`src/rtl/instruction_fetch_sequencer.sv`:
```
// Fetch/issue end of the PC/branch loop: owns the PC, fetches one instruction at a
// time over a req/ack handshake and presents decoded branch fields to the branch unit.
module instruction_fetch_sequencer #(
  parameter logic [31:0] RESET_PC    = 32'd0,
  parameter logic [5:0]  HALT_OPCODE = 6'b111111
) (
  input  logic        clock,
  input  logic        reset,
  input  logic [31:0] pc_next,
  output logic        imem_req,
  output logic [31:0] imem_addr,
  input  logic        imem_ack,
  input  logic [31:0] imem_rdata,
  output logic        instr_valid,
  output logic [31:0] instr,
  input  logic        exec_ready,
  output logic [31:0] pc_in,
  output logic [1:0]  branch_control_signal,
  output logic [4:0]  funct,
  output logic [31:0] branch_address,
  output logic        halted,
  output logic [31:0] retired_count
);

  typedef enum logic [1:0] {
    IDLE   = 2'd0,
    FETCH  = 2'd1,
    ISSUE  = 2'd2,
    HALTED = 2'd3
  } state_t;

  state_t      state_q;
  logic [31:0] pc_q;
  logic [31:0] instr_q;
  logic        req_q;
  logic        valid_q;
  logic        halted_q;
  logic [31:0] retired_q;

  logic [5:0]         opcode;
  logic signed [31:0] offset_s;
  logic [31:0]        branch_address_d;
  logic [31:0]        retired_d;

  function automatic logic [1:0] branch_class(input logic [5:0] op);
    case (op)
      6'b000011: branch_class = 2'b01;
      6'b000100: branch_class = 2'b10;
      6'b000101: branch_class = 2'b11;
      default:   branch_class = 2'b00;
    endcase
  endfunction

  // Decode is purely combinational from the captured instruction word.
  assign opcode           = instr_q[31:26];
  assign offset_s         = {{11{instr_q[25]}}, instr_q[25:5]};
  assign branch_address_d = pc_q + 32'd1 + offset_s;
  assign retired_d        = retired_q + 32'd1;

  always_ff @(posedge clock or negedge reset) begin
    if (!reset) begin
      state_q   <= IDLE;
      pc_q      <= RESET_PC;
      instr_q   <= 32'd0;
      req_q     <= 1'b0;
      valid_q   <= 1'b0;
      halted_q  <= 1'b0;
      retired_q <= 32'd0;
    end else begin
      case (state_q)
        IDLE: begin
          state_q <= FETCH;
          req_q   <= 1'b1;
        end
        FETCH: begin
          if (imem_ack) begin
            instr_q <= imem_rdata;
            req_q   <= 1'b0;
            valid_q <= 1'b1;
            state_q <= ISSUE;
          end
        end
        ISSUE: begin
          if (exec_ready) begin
            retired_q <= retired_d;
            valid_q   <= 1'b0;
            if (opcode == HALT_OPCODE) begin
              halted_q <= 1'b1;
              state_q  <= HALTED;
            end else begin
              pc_q    <= pc_next;
              req_q   <= 1'b1;
              state_q <= FETCH;
            end
          end
        end
        HALTED: begin
          state_q <= HALTED;
        end
        default: begin
          state_q <= IDLE;
        end
      endcase
    end
  end

  assign imem_req              = req_q;
  assign imem_addr             = pc_q;
  assign pc_in                 = pc_q;
  assign instr                 = instr_q;
  assign instr_valid           = valid_q;
  assign halted                = halted_q;
  assign retired_count         = retired_q;
  assign funct                 = instr_q[4:0];
  assign branch_address        = branch_address_d;
  assign branch_control_signal = (state_q == ISSUE) ? branch_class(opcode) : 2'b00;

endmodule

```
`config.mk`:
```
export PLATFORM = sky130hd
export DESIGN_NAME = instruction_fetch_sequencer
export DESIGN_NICKNAME = d
export VERILOG_FILES = /design/src/rtl/instruction_fetch_sequencer.sv
export SDC_FILE = /design/constraint.sdc
export NUM_CORES = 1
export LEC_CHECK = 0
export ABC_AREA = 1
export CAP_MARGIN = 20
export CORE_MARGIN = 4
export CORE_UTILIZATION = 27
export CTS_BUF_LIST = sky130_fd_sc_hd__clkbuf_4
export CTS_CLUSTER_SIZE = 12
export DETAILED_ROUTE_END_ITERATION = 7
export SETUP_SLACK_MARGIN = 0.05
export SYNTH_ARGS = -nofsm -noshare
export SYNTH_HDL_FRONTEND = slang
export SYNTH_SLANG_ARGS = --single-unit
```
`constraint.sdc`:
```
create_clock -name clock -period 2.6 [get_ports clock]
set_clock_uncertainty 0.1 [all_clocks]
set_input_delay 0.78 -clock clock [delete_from_list [all_inputs] [get_ports clock]]
set_output_delay 0.78 -clock clock [all_outputs]
set_load 0.01 [all_outputs]
```
Yosys cells after proc, flatten, opt, wreduce, memory -nomap -nowiden
Cells that the tools add are included.
W data, S select, Z words.
{"block": "classes", "reduce_logical": 10, "eq_ne": 10, "n_mux": 13, "bitwise": 1, "n_addsub": 3}
{"op": "$add A32 B1 Y32 const B", "count": 2}
{"op": "$add A32 B32 Y32", "count": 1}
{"op": "$eq A6 B3 Y1 const B", "count": 2}
{"op": "$reduce_and A3 Y1", "count": 3}
{"op": "$mux W2", "count": 4}
{"op": "$pmux W2 S4", "count": 1}
{"op": "$eq A6 B2 Y1 const B", "count": 1}
{"op": "$eq A6 B6 Y1 const B", "count": 1}
{"op": "$ne A2 B2 Y1 const B", "count": 3}
{"op": "$pmux W2 S3", "count": 1}
{"op": "$reduce_and A2 Y1", "count": 3}
{"op": "$mux W1", "count": 5}
{"op": "$eq A2 B2 Y1 const B", "count": 2}
{"op": "$reduce_and A4 Y1", "count": 1}
{"op": "$pmux W1 S3", "count": 1}
{"op": "$reduce_bool A3 Y1", "count": 1}
{"op": "$eq A2 B1 Y1 const B", "count": 1}
{"op": "$logic_not A2 Y1", "count": 1}
{"op": "$pmux W1 S2", "count": 1}
{"op": "$reduce_bool A2 Y1", "count": 1}
{"op": "$not A1 Y1", "count": 1}
{"block": "word_totals", "out_inout_bits": 170, "reg_bits": 101, "in_bits": 68}

Depth between registers and ports, before layout
{"block": "depth", "depth_word": 4, "ltp_mapped": 14}

Worst setup path before layout
Ideal clock, no wire load.
{"block": "synth_path", "path_type": "register to output", "startpoint": "register pc_q[0], in the netlist imem_addr[0]", "endpoint": "output port branch_address[28]", "required_time_ps": 1720, "t_arrival_ps": 1839, "path_buffers": 0, "path_stages_with_launch": 15, "slack_ps": -119, "cell_sequence": "dfrtp_1 inv_1 ha_1 inv_1 fa_1 nand3_1 nand3_1 nand2_1 nand2_1 nand2_1 nand2_1 nand2_1 nand2_1 nand2_1 nand2_1"}
{"block": "synth_between", "elab_chain_len": 2}
{"element": "start, declared", "line_no": "33", "text": "logic [31:0] pc_q;"}
{"element": "start signal, assigned", "line_no": "91", "text": "pc_q <= pc_next;"}
{"element": "$add A32 B1 Y32", "line_no": "57", "text": "assign branch_address_d = pc_q + 32'd1 + offset_s;"}
{"element": "$add A32 B32 Y32", "line_no": "57"}
{"element": "end, declared", "line_no": "20", "text": "output logic [31:0] branch_address,"}
Every way passes these cells.

Final worst setup path
{"block": "layout_path", "startpoint": "register pc_q[0], in the netlist imem_addr[0]", "endpoint": "output port branch_address[16]"}
The elaborated chain is that of the path after synthesis.

==> impl_metrics.ini <==
[power]
ir_drop_uv = 483
power_density_nw_per_um2 = 1290
power_mw = 15.6
power_frac_clock = 0.057
power_switching_mw = 7.18
seq_power_share = 0.176
p_int_mw = 8.42
power_frac_comb = 0.767
switching_share = 0.460
p_leak_nw = 6.57

[floorplanning]
rows = 59
core_um2 = 26100
top_level_ports = 238
die_h_um = 171
start_util = 0.276
die_area_um2 = 29400
die_width_um = 171

[finish]
fin_nets = 1540
drive_above_1_share = 0.292
syn_to_final_growth_pct = 67.3
design_area_um2 = 12100
fin_util = 0.461
fillerInstances = 2628

[routing]
route.detailed.drc = 0
wl_um = 26900
drt-pass1-iter-count = 5
drtIter0Drc = 411
ant_nets = 0
vias = 7833
viasPerCell = 4.40
wire_per_inst_um = 15.1

[worst_setup_path]
critPathKind = reg -> out
crit_required_ns = 1.72
end_kind = output port
start_kind = flop
cp.arrival_ns = 2.37
critPathMaxFanout = 4

[worst_hold_path]
hold_path.class = in -> async

[run_status]
failed_checks = setup timing
status = finished with violations

[global_route]
grt_pass1_wl_um = 41300
grt_usage = 0.179
grt-ovfl-total = 0
grt_max_degree = 42
grt_pass1_vias = 7707
antenna_found_initial = 3

[synthesis]
synth_cell_types = 34
yosysWarnings = 0
synth_top_area_frac = 0.351
synth_async_sr_flop_share = 1.00
synth_seq_area_share = 0.351
synthCells = 1092
synthTopCellsByCount = 488 x nand2_1, 151 x inv_1, 101 x dfrtp_1
avgSynthCellArea_um2 = 6.60
synth_fp_nets = 1193
synth-seq-cells = 101
synthTopCellsByArea = dfrtp_1 35%, nand2_1 25%, inv_1 7.9%, ha_1 5.6%, nand3_1 4.8%
synthFlopType = dfrtp_1
synth.most_common_cell = nand2_1
synth-edff-count = 0
synth_top_cell_by_area = dfrtp_1
synth_area_um2 = 7210

[placement]
place_congestion = 0.871
place_hpwl_um = 20300
placed_cell_area_um2 = 10500
io_buffers = 237

[sta]
tightest_slew_ns = 0.594
timing.final.crit_share = 1.25
hold_violations = 0
slew_violations = 0
setup_ws_ns = -0.648
setup_viol = 31
fmax_ghz = 0.308
fin_setup_tns_ns = -14.68
slew_headroom = 0.603
whs_ns = 0.0984
fin_crit_ns = 3.25
rsz0062_at_grt = yes

[clock_network]
max-clock-path-buffers = 2
h-tree-depth = 3
cts_hold_buf = 0
cts_root_buf = clkbuf_4
cts.clk_slew.worst_paths_ns = 0.17
clk_latency_ns = 0.48
cts_made_buffers = 9
cts_tree = built
clock_sinks = 101

[run]
max_cap_violations = 0
-- cells in the final DEF, fill, tap and decap left out, types with 4 or more instances in the layout --
| cell type | n |
|---|---|
| clkbuf_4 | 11 |
| buf_4 | 129 |
| inv_1 | 139 |
| nand2_4 | 20 |
| dfrtp_1 | 88 |
| nand2_2 | 67 |
| nand3_1 | 57 |
| buf_12 | 5 |
| nand2_1 | 404 |
| a21oi_2 | 12 |
| nor3_2 | 8 |
| dlymetal6s2s_1 | 30 |
| dlygate4sd2_1 | 29 |
| inv_2 | 14 |
| nand3_2 | 13 |
| xor2_1 | 25 |
| buf_2 | 21 |
| clkdlybuf4s50_1 | 142 |
| dfrtp_2 | 13 |
| ha_4 | 30 |
| nand4_1 | 9 |
| nor2_2 | 13 |
| xnor2_1 | 5 |
| a21oi_1 | 7 |
| nand3b_1 | 6 |
| nor2_4 | 12 |
| xor2_2 | 4 |
| nor3_1 | 16 |
| nor2_1 | 50 |
| buf_6 | 29 |
-- stage by stage --
| step | setup slack [ns] | std cells |
|---|---|---|
| floorplan | -0.0323 | 1092 |
| global placement | -0.528 | 1715 |
| detailed placement | -0.591 | 1715 |
| CTS | -0.730 | 1771 |
| global route | -0.822 | 1781 |
| finish | -0.648 | 1781 |
-- cell type report --
class,instances,area [um2],area share
Multi-Input combinational cell,782,4760,0.395
Antenna cell,2,5.00,0.000415
Clock buffer,11,82.6,0.00685
Clock inverter,5,58.8,0.00488
Sequential cell,101,2540,0.211
Inverter,155,584,0.0485
Tap cell,335,419,0.0348
Timing Repair Buffer,390,3600,0.299
-- metal layers --
layer	track usage	part of all wire
met5	0	0.00048
met4	0.0555	0.025
met3	0.0363	0.048
met2	0.304	0.49
met1	0.230	0.44
-- state kept, by name, indices dropped and copies added (netlist names) --
name	cells
halted	1
imem_addr	32
imem_req	1
instr	32
instr_valid	1
retired_count	32
state_q	2
-- power groups by stage --
stage	sequential, mW	clock [mW]	combinational, mW
2_1_floorplan	2.81	0	4.40
3_3_place_gp	2.61	0	9.92
3_5_place_dp	2.61	0	9.98
4_1_cts	2.74	0.940	11.0
5_1_grt	2.81	1.01	13.0
6_report	2.74	0.890	12.0
-- worst max-delay path, stage by stage (launching register included) --
cell     delay (ns)
dfrtp_1        0.43
inv_2          0.08
ha_4           0.13
inv_4          0.05
fa_2           0.39
nand3_2        0.09
nand3_2        0.07
nand2_2        0.08
nand2_4        0.06
buf_6          0.13
nand2_2        0.05
nand2_2        0.06
xor2_2         0.14
buf_2          0.14
-- kinds of logic (layout without fill, tap and decap cells) --
| group | Yosys count | in the layout | share of synthesized area |
|---|---|---|---|
| buf+inv | 209 | 561 | 0.129 |
| compound gates | 30 | 30 | 0.0226 |
| simple gates | 683 | 683 | 0.395 |
| fa+ha+maj | 33 | 33 | 0.0583 |
| flops | 101 | 101 | 0.351 |
| xor+xnor | 36 | 36 | 0.0438 |
| other cells | 0 | 2 | 0 |
-- worst paths after layout --
check | from | endpoint | slack [ns] | depth (start not counted)
min in group clock | halted$_DFFE_PN0P_ | halted$_DFFE_PN0P_ | 0.40 | 1
setup / recovery | imem_addr[0]$_DFFE_PN0P_ | branch_address[16] | -0.65 | 13
setup reg to reg | imem_addr[0]$_DFFE_PN0P_ | imem_addr[0]$_DFFE_PN0P_ | 0.20 | 17
hold reg to reg | halted$_DFFE_PN0P_ | halted$_DFFE_PN0P_ | 0.40 | 1
max in group asynchronous | reset | instr[17]$_DFFE_PN0P_ | 1.69 | 2
hold / removal | reset | retired_count[31]$_DFFE_PN0P_ | 0.1 | 1
-- timing repair --
action | CTS | global route
resized for setup | 313 | 144
pin swaps | 42 | 65
endpoints found under the setup margin | 40 | 72
setup buffers | 41 | 17
Note: power is estimated with default switching activity, not from simulation.
